--- config.mk ---
export PLATFORM = sky130hd
export DESIGN_NAME = shift_exec_stage
export DESIGN_NICKNAME = d
export VERILOG_FILES = /design/src/rtl/shift_pkg.sv /design/src/rtl/shift_core.sv /design/src/rtl/shift_exec_stage.sv
export SDC_FILE = /design/constraint.sdc
export NUM_CORES = 1
export LEC_CHECK = 0
export CORE_UTILIZATION = 40
export CTS_CLUSTER_DIAMETER = 80
export CTS_CLUSTER_SIZE = 40
export DETAILED_ROUTE_END_ITERATION = 10
export SLEW_MARGIN = 20
export SYNTH_ARGS = -nofsm -noshare
export SYNTH_HDL_FRONTEND = slang
export SYNTH_SLANG_ARGS = --single-unit
--- constraint.sdc ---
create_clock -name clk -period 2.25 [get_ports clk]
set_input_delay 0.45 -clock clk [delete_from_list [all_inputs] [get_ports clk]]
set_output_delay 0.45 -clock clk [all_outputs]
set_load 0.03 [all_outputs]
--- src/rtl/shift_pkg.sv ---
// Shared types and constants for the shift execute stage.
// Used by shift_core and shift_exec_stage.
package shift_pkg;

    localparam int DATA_W  = 32;
    localparam int SHAMT_W = 5;
    localparam int TAG_W   = 5;

    typedef enum logic [1:0] {
        SH_SRA  = 2'b00,
        SH_SLL  = 2'b01,
        SH_SRL  = 2'b10,
        SH_SLL2 = 2'b11
    } aluc_e;

    typedef struct packed {
        logic [DATA_W-1:0]  a;
        logic [SHAMT_W-1:0] shamt;
        aluc_e              aluc;
        logic [TAG_W-1:0]   tag;
    } shift_op_t;

endpackage : shift_pkg

--- src/rtl/shift_core.sv ---
// Purely combinational 32-bit shifter (arithmetic right, logical right, left).
// The out-shifted carry bit is present only when SHIFT_CARRY_EN is defined.
module shift_core
    import shift_pkg::*;
(
    input  logic [DATA_W-1:0]  a,
    input  logic [SHAMT_W-1:0] shamt,
    input  logic [1:0]         aluc,
    output logic [DATA_W-1:0]  c
`ifdef SHIFT_CARRY_EN
    ,
    output logic               carry
`endif
);

    // One guard bit on the out-shifted side holds the last bit shifted out.
    logic [DATA_W:0] left_s;
    logic [DATA_W:0] right_l_s;
    logic [DATA_W:0] right_a_s;
    logic [DATA_W-1:0] c_s;
    logic carry_s;
    aluc_e aluc_e_s;

    assign left_s    = {1'b0, a} << shamt;
    assign right_l_s = {a, 1'b0} >> shamt;
    assign right_a_s = $signed({a, 1'b0}) >>> shamt;
    assign aluc_e_s  = aluc_e'(aluc);

    // Select the shift flavour and its matching carry bit.
    always_comb begin
        c_s     = {DATA_W{1'b0}};
        carry_s = 1'b0;
        case (aluc_e_s)
            SH_SRA: begin
                c_s     = right_a_s[DATA_W:1];
                carry_s = right_a_s[0];
            end
            SH_SRL: begin
                c_s     = right_l_s[DATA_W:1];
                carry_s = right_l_s[0];
            end
            SH_SLL, SH_SLL2: begin
                c_s     = left_s[DATA_W-1:0];
                carry_s = left_s[DATA_W];
            end
            default: begin
                c_s     = {DATA_W{1'b0}};
                carry_s = 1'b0;
            end
        endcase
    end

    assign c = c_s;

`ifdef SHIFT_CARRY_EN
    assign carry = carry_s;
`else
    logic unused_carry_s;
    assign unused_carry_s = carry_s;
`endif

endmodule : shift_core

--- src/rtl/shift_exec_stage.sv ---
// Two-stage pipelined shift execute stage with valid/ready on both sides.
// Optional out_carry port is enabled by defining SHIFT_CARRY_EN.
module shift_exec_stage
    import shift_pkg::*;
(
    input  logic              clk,
    input  logic              rst_n,
    input  logic              flush,
    input  logic              in_valid,
    output logic              in_ready,
    input  logic [DATA_W-1:0] in_a,
    input  logic [DATA_W-1:0] in_b,
    input  logic [1:0]        in_aluc,
    input  logic [TAG_W-1:0]  in_tag,
    output logic              out_valid,
    input  logic              out_ready,
    output logic [DATA_W-1:0] out_c,
    output logic [TAG_W-1:0]  out_tag
`ifdef SHIFT_CARRY_EN
    ,
    output logic              out_carry
`endif
);

    logic              s1_valid_q, s1_valid_d;
    shift_op_t         s1_op_q, s1_op_d;
    logic              s2_valid_q, s2_valid_d;
    logic [DATA_W-1:0] s2_c_q, s2_c_d;
    logic [TAG_W-1:0]  s2_tag_q, s2_tag_d;
    logic              s2_carry_q, s2_carry_d;

    logic              s1_advance_s;
    logic              s2_advance_s;
    shift_op_t         in_op_s;
    logic [DATA_W-1:0] core_c_s;
    logic              core_carry_s;
    logic              unused_b_s;

    // Upper amount bits are architecturally ignored.
    assign unused_b_s = ^in_b[DATA_W-1:SHAMT_W];

    assign in_op_s.a     = in_a;
    assign in_op_s.shamt = in_b[SHAMT_W-1:0];
    assign in_op_s.aluc  = aluc_e'(in_aluc);
    assign in_op_s.tag   = in_tag;

    // Handshake: a stage moves when the stage after it is empty or moving.
    always_comb begin
        s2_advance_s = !s2_valid_q || out_ready;
        s1_advance_s = !s1_valid_q || s2_advance_s;
    end

    assign in_ready = s1_advance_s;

    shift_core u_core (
        .a     (s1_op_q.a),
        .shamt (s1_op_q.shamt),
        .aluc  (s1_op_q.aluc),
        .c     (core_c_s)
`ifdef SHIFT_CARRY_EN
        ,
        .carry (core_carry_s)
`endif
    );

`ifndef SHIFT_CARRY_EN
    assign core_carry_s = 1'b0;
`endif

    // Next-state for both stages; flush only kills the valid bits.
    always_comb begin
        s1_valid_d = s1_valid_q;
        s1_op_d    = s1_op_q;
        s2_valid_d = s2_valid_q;
        s2_c_d     = s2_c_q;
        s2_tag_d   = s2_tag_q;
        s2_carry_d = s2_carry_q;

        if (s1_advance_s && in_valid) begin
            s1_op_d = in_op_s;
        end else begin
            s1_op_d = s1_op_q;
        end

        if (s2_advance_s && s1_valid_q) begin
            s2_c_d     = core_c_s;
            s2_tag_d   = s1_op_q.tag;
            s2_carry_d = core_carry_s;
        end else begin
            s2_c_d     = s2_c_q;
            s2_tag_d   = s2_tag_q;
            s2_carry_d = s2_carry_q;
        end

        if (flush) begin
            s1_valid_d = 1'b0;
            s2_valid_d = 1'b0;
        end else begin
            if (s1_advance_s) begin
                s1_valid_d = in_valid;
            end else begin
                s1_valid_d = s1_valid_q;
            end
            if (s2_advance_s) begin
                s2_valid_d = s1_valid_q;
            end else begin
                s2_valid_d = s2_valid_q;
            end
        end
    end

    // Pipeline state registers.
    always_ff @(posedge clk or negedge rst_n) begin
        if (!rst_n) begin
            s1_valid_q <= 1'b0;
            s1_op_q    <= '0;
            s2_valid_q <= 1'b0;
            s2_c_q     <= {DATA_W{1'b0}};
            s2_tag_q   <= {TAG_W{1'b0}};
            s2_carry_q <= 1'b0;
        end else begin
            s1_valid_q <= s1_valid_d;
            s1_op_q    <= s1_op_d;
            s2_valid_q <= s2_valid_d;
            s2_c_q     <= s2_c_d;
            s2_tag_q   <= s2_tag_d;
            s2_carry_q <= s2_carry_d;
        end
    end

    assign out_valid = s2_valid_q;
    assign out_c     = s2_c_q;
    assign out_tag   = s2_tag_q;

`ifdef SHIFT_CARRY_EN
    assign out_carry = s2_carry_q;
`else
    logic unused_carry_q_s;
    assign unused_carry_q_s = s2_carry_q;
`endif

endmodule : shift_exec_stage

==> results.cfg <==
[run_status]
violations = setup timing
status = complete, but fails checks

[power]
power.total_uw = 8317
power_density_nw_per_um2 = 770.6
p_leak_uw = 0.004362
irDropWorstVdd_mv = 0.4383

[final_layout]
area.sequential_sq_um = 2085
diodes = 0
fin_nets = 1058
multi_input_area_sq_um = 5446
area_growth_pct = 48.52
layout-drive-gt1-share = 0.4650
nFillCells = 1491

[clock_tree]
ctsHoldBuffers = 0
clock_latency_ns = 0.36
cts_tree = yes
cts-buffers-inserted = 9
htree_levels = 3
clock_sink_count = 83
clock-root-buffer = clkbuf_16
cts_buffer_depth = 2
clk_pin_slew_worst_paths_ns = 0.07

[route]
drt-total-wl_um = 29740
viasPerCell = 6.169
dr.pass1.iters = 5
wl_per_cell_um = 24.54
first_iter_violations = 599
route.vias.total = 7477
ant_nets = 0
drc = 0

[setup_path]
critPathBufInv = 3
crit_top_cell = buf_6
cpPeakStageDelay_ns = 0.56
r2r_end = out_c[20]$_DFFE_PN0P_
reg2reg_from = s1_op_q[7]$_DFFE_PN0P_
rr_worst_depth = 9
cp-start-kind = flop
crit_family = multiplexers
arrival_ns = 2.71
worstSetupEndpointType = flop
worstPathMaxFanout = 7
reg2reg_slack_ns = -0.20
crit_type = flop to flop
cpMaxStageDelayCell = dfrtp_4
crit_chain = buf_6 -> buf_6 -> mux2_4 -> mux4_2 -> o21ai_2 -> a2bb2oi_2 -> buf_4 -> o211ai_1 -> o21a_1
worstPathRequired_ns = 2.51

[die]
pin_count = 115
fp.dieW_um = 136.8
dieArea_sq_um = 18710
core_area_sq_um = 17540
die_h_um = 136.8
initial_core_util = 0.4144
rows = 48

[synthesis]
yosysUniqueCellTypes = 67
ys_dominant_reg_cell = dfrtp_1
syn_inst = 753
avgSynthCellArea_sq_um = 9.651
yosysWarnings = 0
synth_area_leaders = dfrtp_1, mux4_2, mux2_2
yosysMostFrequentCell = dfrtp_1
synth_enable_flop_cells = 0
synthArstFlopShare = 1.000
synth_area_sq_um = 7267
synth_common_cells = dfrtp_1, mux2_2, nor2_1, nand2_1, mux2i_1
ys_ff_latch = 83
synth_top_cell_by_area = dfrtp_1
ys_seq_area_frac = 0.2858
synth_top_area_frac = 0.2858
synth_nets = 829

[global_routing]
use_met3 = 0.05593
grt_antenna_before_repair = 0
grt_pass1_vias = 7486
grtUsageTotal = 0.3304
use_met2 = 0.5087
met1_usage = 0.4589
busiest_layer = met2
grt_pass1_wl_um = 45260
grt_max_degree = 48
grt.overflow.total = 0

[timing]
finalClockSkew_ns = 0.01036
drv_slew = 0
relSlewSlack = 0.5523
final.period_utilization = 1.091
clock.fmax_mhz = 407.4
rsz0062_at_grt = true
setup-violations-final = 27
post-route-min-period_ns = 2.454
whs_ns = 0.04612
tightest_slew_ns = 0.6702
fin_ws_ns = -0.2045
hold_viol = 0

[flow_run]
drv_cap = 0

[min_path]
hold_path_class = input port to asynchronous set/reset pin

[placed_design]
routabilityCongestion = 0.9504
hpwl_um = 23040
io_buffers = 87
==> how the worst max path moves through the flow <==
stage | start | endpoint | slack, ns | depth (start not counted)
global placement | s1_op_q[7]$_DFFE_PN0P_ | out_c[9]$_DFFE_PN0P_ | -0.34 | 10
floorplan | out_valid$_DFFE_PN0P_ | s1_op_q[0]$_DFFE_PN0P_ | 0.11 | 5
global route | s1_op_q[7]$_DFFE_PN0P_ | out_c[20]$_DFFE_PN0P_ | -0.27 | 9
detailed placement | s1_op_q[7]$_DFFE_PN0P_ | out_c[9]$_DFFE_PN0P_ | -0.33 | 10
finish | s1_op_q[7]$_DFFE_PN0P_ | out_c[20]$_DFFE_PN0P_ | -0.20 | 9
CTS | s1_op_q[7]$_DFFE_PN0P_ | out_c[20]$_DFFE_PN0P_ | -0.19 | 9
==> cell type report <==
type                            instances  area share
Multi-Input combinational cell        591      0.5046
Timing Repair Buffer                  288      0.2421
Sequential cell                        83      0.1931
Tap cell                              225     0.02608
Clock buffer                            9     0.02087
Clock inverter                          7    0.009970
Inverter                                9    0.003246
==> where the power goes <==
group	internal [uW]	switching [uW]
registers	1740	256
clock network	997	721
logic	2200	2400
==> stage by stage <==
step                      TNS, ns  setup slack, ns  instances  instance area [sq um]  utilization
after floorplan                 0           0.1094        753                   7267            -
after global placement     -5.036          -0.3399       1179                   9514       0.5425
after detailed placement   -5.631          -0.3301       1179                   9514       0.5425
after CTS                  -2.517          -0.1913       1212                  10510       0.5991
after global routing       -4.523          -0.2747       1212                  10790       0.6154
final                      -2.690          -0.2045       1212                  10790       0.6154
==> cells in the final DEF (no fill, tap or decap), types with 7 or more instances in the layout <==
cell,netlist,final
mux4_2,41,41
mux2i_1,63,43
mux2i_4,0,7
nor3_1,13,8
dfrtp_1,83,79
a211oi_2,1,10
o22ai_1,14,12
o21ai_0,31,20
o22a_1,7,7
nand2b_1,8,8
mux2i_2,1,14
o21ai_2,0,8
a31oi_1,11,9
mux2_2,80,69
a21oi_1,29,26
o211ai_1,7,7
inv_1,7,7
buf_6,6,21
a211oi_1,17,7
mux2_4,1,14
nand2_1,78,73
clkbuf_16,0,9
nor2_2,0,13
buf_4,1,168
nor2_1,80,65
o21ai_1,8,11
clkdlybuf4s50_1,0,85
buf_12,3,7
==> cells by family after synthesis <==
| family | share of synthesized area |
|---|---|
| AO/OA/AOI/OAI | 0.1841 |
| AND/OR/NAND/NOR | 0.1278 |
| multiplexers | 0.3449 |
| flip-flops | 0.2858 |
| buffers and inverters | 0.05751 |
==> flip-flops by register name, indices dropped and copies added, names as in the netlist <==
signal      count
out_valid       1
out_c          32
out_tag         5
s1_op_q        44
s1_valid_q      1
==> repair_timing <==
action,in CTS,in global routing
setup endpoints to repair,32,32
gates resized for setup,121,61
buffers inserted,20,6
hold endpoints to repair,0,0
pin swaps,35,38
gates cloned,2,0
==> layer usage <==
metal  wire (um)  part of all wire
met2       13550              0.46
met4        1173             0.039
met3        1717             0.058
met1       13300              0.45
met5           0                 0
Note: power is estimated with default switching activity, not from simulation.
